### config.mk
export PLATFORM = sky130hd
export DESIGN_NAME = serial_mag_comparator
export DESIGN_NICKNAME = d
export VERILOG_FILES = /design/src/rtl/serial_mag_comparator.sv
export SDC_FILE = /design/constraint.sdc
export NUM_CORES = 1
export LEC_CHECK = 0
export ABC_CLOCK_PERIOD_IN_PS = 7200
export BUFFER_PORTS_ARGS = -buffer_cell sky130_fd_sc_hd__buf_2
export CELL_PAD_IN_SITES_DETAIL_PLACEMENT = 0
export CELL_PAD_IN_SITES_GLOBAL_PLACEMENT = 2
export CORE_UTILIZATION = 35
export CTS_CLUSTER_SIZE = 24
export DETAILED_ROUTE_END_ITERATION = 6
export GPL_TIMING_DRIVEN = 0
export PLACE_DENSITY_LB_ADDON = 0.1
export SYNTH_ARGS = -nofsm -noshare
export SYNTH_HDL_FRONTEND = slang
export SYNTH_SLANG_ARGS = --single-unit
### constraint.sdc
create_clock -name clk -period 7.2 [get_ports clk]
set_input_delay 1.08 -clock clk [delete_from_list [all_inputs] [get_ports clk]]
set_output_delay 1.08 -clock clk [all_outputs]
set_load 0.05 [all_outputs]
### src/rtl/serial_mag_comparator.sv
// -----------------------------------------------------------------------------
// serial_mag_comparator
//
// Multi-cycle magnitude comparator for wide operands. Each clock resolves one
// DIGIT-bit slice, starting at the most significant slice. When EARLY_EXIT is
// set, the compare stops at the first slice that differs. Otherwise all
// slices are scanned, which gives a fixed latency.
//
// Signed compares are turned into unsigned compares by flipping the sign bit
// of both operands when they are captured (offset-binary). After that, every
// slice compare is a plain DIGIT-bit unsigned compare.
//
// Ports
//   clk          rising-edge clock
//   rst_n        asynchronous active-low reset
//   start        request a compare; accepted in IDLE or DONE
//   signed_mode  1 = two's-complement, 0 = unsigned (captured with start)
//   a, b         WIDTH-bit operands (captured with start)
//   busy         high while slices are being compared
//   done         one-cycle pulse; eq/alb/agb valid from this cycle on
//   eq, alb, agb result flags; held until the next accepted start
//
// State table
//   state   | meaning
//   --------+-----------------------------------------------------------
//   ST_IDLE | waiting for start, last result (if any) held
//   ST_CMP  | comparing slice k_q, one slice per clock
//   ST_DONE | single cycle, done pulse, result valid
// -----------------------------------------------------------------------------
module serial_mag_comparator #(
    parameter int WIDTH      = 16,
    parameter int DIGIT      = 4,
    parameter int EARLY_EXIT = 1
) (
    input  logic             clk,
    input  logic             rst_n,
    input  logic             start,
    input  logic             signed_mode,
    input  logic [WIDTH-1:0] a,
    input  logic [WIDTH-1:0] b,
    output logic             busy,
    output logic             done,
    output logic             eq,
    output logic             alb,
    output logic             agb
);

    localparam int NDIG = WIDTH / DIGIT;
    localparam int KW   = (NDIG > 1) ? $clog2(NDIG) : 1;
    localparam bit EE   = (EARLY_EXIT != 0);

    localparam logic [WIDTH-1:0] SIGN_MASK = WIDTH'(1) << (WIDTH - 1);
    localparam logic [KW-1:0]    K_TOP     = KW'(NDIG - 1);

    typedef enum logic [1:0] {
        ST_IDLE = 2'd0,
        ST_CMP  = 2'd1,
        ST_DONE = 2'd2
    } state_t;

    state_t           state_q, state_d;
    logic [KW-1:0]    k_q, k_d;
    logic             fd_q, fd_d;
    logic             gt_q, gt_d;
    logic [WIDTH-1:0] ra_q, ra_d;
    logic [WIDTH-1:0] rb_q, rb_d;
    logic             eq_q, eq_d;
    logic             alb_q, alb_d;
    logic             agb_q, agb_d;
    logic             busy_q, busy_d;
    logic             done_q, done_d;

    logic [DIGIT-1:0] slice_a;
    logic [DIGIT-1:0] slice_b;
    logic             slice_ne;
    logic             slice_gt;
    logic             new_diff;
    logic             last_slice;
    logic             accept;
    logic             finish;
    logic             dec_fd;
    logic             dec_gt;

    // Slice select as an explicit mux over slice indices, so the datapath
    // never needs a WIDTH-wide shifter.
    always_comb begin
        slice_a = '0;
        slice_b = '0;
        for (int i = 0; i < NDIG; i++) begin
            if (k_q == KW'(i)) begin
                slice_a = ra_q[i*DIGIT +: DIGIT];
                slice_b = rb_q[i*DIGIT +: DIGIT];
            end
        end
    end

    assign slice_ne   = (slice_a != slice_b);
    assign slice_gt   = (slice_a > slice_b);
    assign new_diff   = slice_ne && !fd_q;
    assign last_slice = (k_q == '0);
    assign accept     = start && (state_q != ST_CMP);

    // The compare stops at the first difference (early exit) or after the
    // least significant slice.
    assign finish     = (state_q == ST_CMP) && ((new_diff && EE) || last_slice);

    // The decision combines the first difference already latched with a
    // difference found in the current slice.
    assign dec_fd     = fd_q || slice_ne;
    assign dec_gt     = new_diff ? slice_gt : gt_q;

    always_comb begin
        state_d = state_q;
        k_d     = k_q;
        fd_d    = fd_q;
        gt_d    = gt_q;
        ra_d    = ra_q;
        rb_d    = rb_q;
        eq_d    = eq_q;
        alb_d   = alb_q;
        agb_d   = agb_q;

        case (state_q)
            ST_IDLE, ST_DONE: begin
                state_d = ST_IDLE;
                if (accept) begin
                    ra_d    = a ^ (signed_mode ? SIGN_MASK : '0);
                    rb_d    = b ^ (signed_mode ? SIGN_MASK : '0);
                    eq_d    = 1'b0;
                    alb_d   = 1'b0;
                    agb_d   = 1'b0;
                    k_d     = K_TOP;
                    fd_d    = 1'b0;
                    gt_d    = 1'b0;
                    state_d = ST_CMP;
                end
            end

            ST_CMP: begin
                // A lower slice never overrides a difference found higher up.
                // The direction is kept internally, so the visible flags
                // stay 0 until the deciding edge.
                if (new_diff) begin
                    fd_d = 1'b1;
                    gt_d = slice_gt;
                end
                if (finish) begin
                    eq_d    = !dec_fd;
                    agb_d   = dec_fd && dec_gt;
                    alb_d   = dec_fd && !dec_gt;
                    state_d = ST_DONE;
                end else begin
                    k_d = k_q - KW'(1);
                end
            end

            default: begin
                state_d = ST_IDLE;
            end
        endcase
    end

    assign busy_d = (state_d == ST_CMP);
    assign done_d = (state_d == ST_DONE);

    always_ff @(posedge clk or negedge rst_n) begin
        if (!rst_n) begin
            state_q <= ST_IDLE;
            k_q     <= '0;
            fd_q    <= 1'b0;
            gt_q    <= 1'b0;
            ra_q    <= '0;
            rb_q    <= '0;
            eq_q    <= 1'b0;
            alb_q   <= 1'b0;
            agb_q   <= 1'b0;
            busy_q  <= 1'b0;
            done_q  <= 1'b0;
        end else begin
            state_q <= state_d;
            k_q     <= k_d;
            fd_q    <= fd_d;
            gt_q    <= gt_d;
            ra_q    <= ra_d;
            rb_q    <= rb_d;
            eq_q    <= eq_d;
            alb_q   <= alb_d;
            agb_q   <= agb_d;
            busy_q  <= busy_d;
            done_q  <= done_d;
        end
    end

    assign busy = busy_q;
    assign done = done_q;
    assign eq   = eq_q;
    assign alb  = alb_q;
    assign agb  = agb_q;

endmodule

==> metrics <==
DRT Pass-1 Iters 4; Synth cell types 31; global-route wire length before repair approximately 7900 um; arrival time at the worst endpoint 3.13 ns; Vias 1658; required time of the critical path 7.38 ns; filler instances 603; CP max stage cell dfrtp_1; Remaining DRCs 0; Cells after Synth between 200 and 250; total global routing overflow 0; gr usage total 0.167; delay-heaviest family, CP compound AO/OA/AOI/OAI gates; maximum capacitance violations 0; initial drt markers 63; Area growth, synth to finish 18.3%; critical path buffer and inverter count 2; clock-pin transition on the worst setup and hold timing paths 0.08 ns; Antenna Cells 0; placed insts 341; Reg2Reg Setup Slack between 4 and 5 ns; critical-path cell list inv_1 -> ha_1 -> nor2b_1 -> buf_2 -> a221oi_1 -> o31ai_1 -> ha_1 -> a41oi_4 -> a31oi_1 -> o31ai_1; # IOs 41; CTS root buffer clkbuf_8; clk_lat worst skew 0.28 ns; Worst R2R End alb; core area around 5600 um2; Clk pwr share 0.132; kind of critical path reg -> reg; pin count of the biggest net entering global routing 44; Vias/cell between 4 and 5; Setup-failing EPs final 0; status finished clean; global placement routability congestion 0.773; PD cells 474 nW/um2; CTS resizes 0; antenna-violating nets left 0; CTS buffer count 5; Nets 320; share of cells above drive strength 1 0.217; crit path time final 2.94 ns; IO buf count 40; RSZ-0062 raised after global routing false; crit path launch type flip-flop; Post-Syn Area per Cell 9.00 um2; max incr delay on CP around 0.43 ns; min-delay src ra_q[13]; period utilisation layout 0.409; hold endpoint ra_q[13]; Reg area between 1000 and 1500 um2; sequential element share of the synthesized area 0.522; Setup TNS 0 ns; die height 78.7 um; Peak VDD IR 0.189 mV; DR WL/cell between 10 and 15 um; critical path capture point type flip-flop; WHS Path Cells 2; clk_skew 0.00995 ns; reg2reg start k_q[0]; Final Hold Viols 0; Worst Hold Class reg -> reg; R2R depth 10; Lkg Pwr 1.29 nW; die width ~80 um; clock sink count 43; Fmax achieved 0.340 GHz; crit path max fanout 7; final number of max-transition violations 0; depth of the CTS H-tree 2; Hold WS 0.483 ns; worst slew pin tran between 0.9 and 1 ns; Net Count, Synth 273; Yosys reg bits 43; Initial Util 0.370; power consumption around 1.2 mW; area of the multi-input gates 907 um2; P_sw 0.504 mW; clk buf depth 2; logic gate share of total power 0.500; Slew headroom 0.360; Flop pwr share 0.368; internal power 0.651 mW; vias in the first global route 1626; final std cells w/o fill 348; die area about 6200 um2; total length of routed wires 4590 um; CTS tree built; CTS Hold Bufs 0; sw frac 0.437; post-synthesis cell area ~2100 um2; post-CTS setup buffer count 0; cell row count 27; hpwl dp roughly 3400 um; Ys Warns 0; initial antenna violation count 0
## how the worst max path moves through the flow
| stage | cells after the start | end | start | slack, ns |
|---|---|---|---|---|
| global placement | 12 | alb | k_q[0] | 4.34 |
| global route | 10 | alb | k_q[0] | 4.01 |
| CTS | 11 | alb | k_q[0] | 4.26 |
| detailed placement | 11 | alb | k_q[0] | 4.29 |
| floorplan | 11 | agb | k_q[0] | 4.72 |
| finish | 10 | alb | k_q[0] | 4.26 |
## cell usage in the layout, fill, tap and decap left out
cell	n
buf_2	48
nand4_1	2
clkbuf_8	6
nor3b_1	1
o211ai_1	1
nor2_1	4
a22o_2	1
a31oi_1	2
o21ai_4	1
nand3_1	2
a32o_1	1
a221oi_1	7
o31ai_1	5
nand2_1	101
nor2_2	1
o21ai_1	1
a21oi_1	6
xnor2_1	2
mux2i_1	2
nor2b_1	10
buf_4	1
a41oi_4	1
dfrtp_1	43
and3b_1	1
clkbuf_1	4
clkinv_2	1
and2b_1	1
nor3_1	3
inv_1	4
o21ai_0	3
ha_1	8
and3_1	1
nand2b_1	1
## logic make-up (layout without fill, tap and decap cells)
logic type               count (synthesis)  after routing  share of synthesized area
AND/OR/NAND/NOR                        128            128                      0.260
buffers and inverters                   17             64                     0.0376
flip-flops                              43             43                      0.522
multiplexers                             2              2                    0.00972
AO/OA/AOI/OAI                           29             29                      0.113
adder cells (fa/ha/maj)                  8              8                     0.0486
XOR/XNOR                                 2              2                    0.00850
## metrics by stage
| step | util | instance area, um2 | setup slack, ns |
|---|---|---|---|
| global placement | 0.422 | 2350 | 4.34 |
| finish | 0.437 | 2440 | 4.26 |
| global route | 0.437 | 2440 | 4.01 |
| CTS | 0.437 | 2440 | 4.26 |
| detailed placement | 0.422 | 2350 | 4.29 |
| floorplan | - | 2060 | 4.72 |
## flip-flops by register name, summed over array words and instances, names as in the netlist
register / flops
rb_q: 16
fd_q: 1
busy: 1
alb: 1
gt_q: 1
ra_q: 16
k_q: 2
state_q: 2
eq: 1
done: 1
agb: 1
## cell usage after synthesis
master    count  area [um2]
a21oi_1       6        30.0
a221oi_1      7        61.3
a22o_2        1        10.0
a31oi_1       2        12.5
a32o_1        1        10.0
a41oi_4       1        27.5
and2b_1       1        7.51
and3_1        1        6.26
and3b_1       1        8.76
buf_2         8        40.0
buf_4         1        7.51
clkbuf_1      4        15.0
dfrtp_1      43        1080
ha_1          8         100
inv_1         4        15.0
mux2i_1       2        20.0
nand2_1     101         379
nand2b_1      1        6.26
nand3_1       2        10.0
nand4_1       2        12.5
nor2_1        4        15.0
nor2_2        1        6.26
nor2b_1      10        62.6
nor3_1        3        15.0
nor3b_1       1        7.51
o211ai_1      1        7.51
o21ai_0       3        15.0
o21ai_1       1        5.00
o21ai_4       1        16.3
o31ai_1       5        37.5
xnor2_1       2        17.5
## power groups by stage
stage	combinational, mW	sequential [mW]	clock [mW]
CTS	0.588	0.426	0.158
floorplan	0.422	0.439	0
global placement	0.577	0.428	0
detailed placement	0.585	0.429	0
global route	0.662	0.438	0.169
finish	0.578	0.425	0.152
## worst reg2reg max path, delay by kind of cell (launching register included)
kind | cells | cell delay [ns]
AO/OA/AOI/OAI | 5 | 1.36
adder cells (fa/ha/maj) | 2 | 0.65
buffers and inverters | 2 | 0.25
flip-flops | 1 | 0.43
AND/OR/NAND/NOR | 1 | 0.15
## metal layers
metal | vias up | global-route usage | part of all wire
li1 | 850 | - | -
met1 | 779 | 0.233 | 0.49
met2 | 27 | 0.262 | 0.47
met3 | 2 | 0.0345 | 0.034
met4 | 0 | 0.0444 | 0.0054
met5 | - | 0 | 0
## area by class of cell
class,instances,share of cell area
clock inverters,1,0.00205
inverters,4,0.00616
multi-input cells,169,0.372
plain buffers,13,0.0257
clock buffers,6,0.0339
well taps,72,0.0369
flip-flops and latches,43,0.441
repair buffers,40,0.0821
No activity file was read; power rests on OpenSTA's default activity.
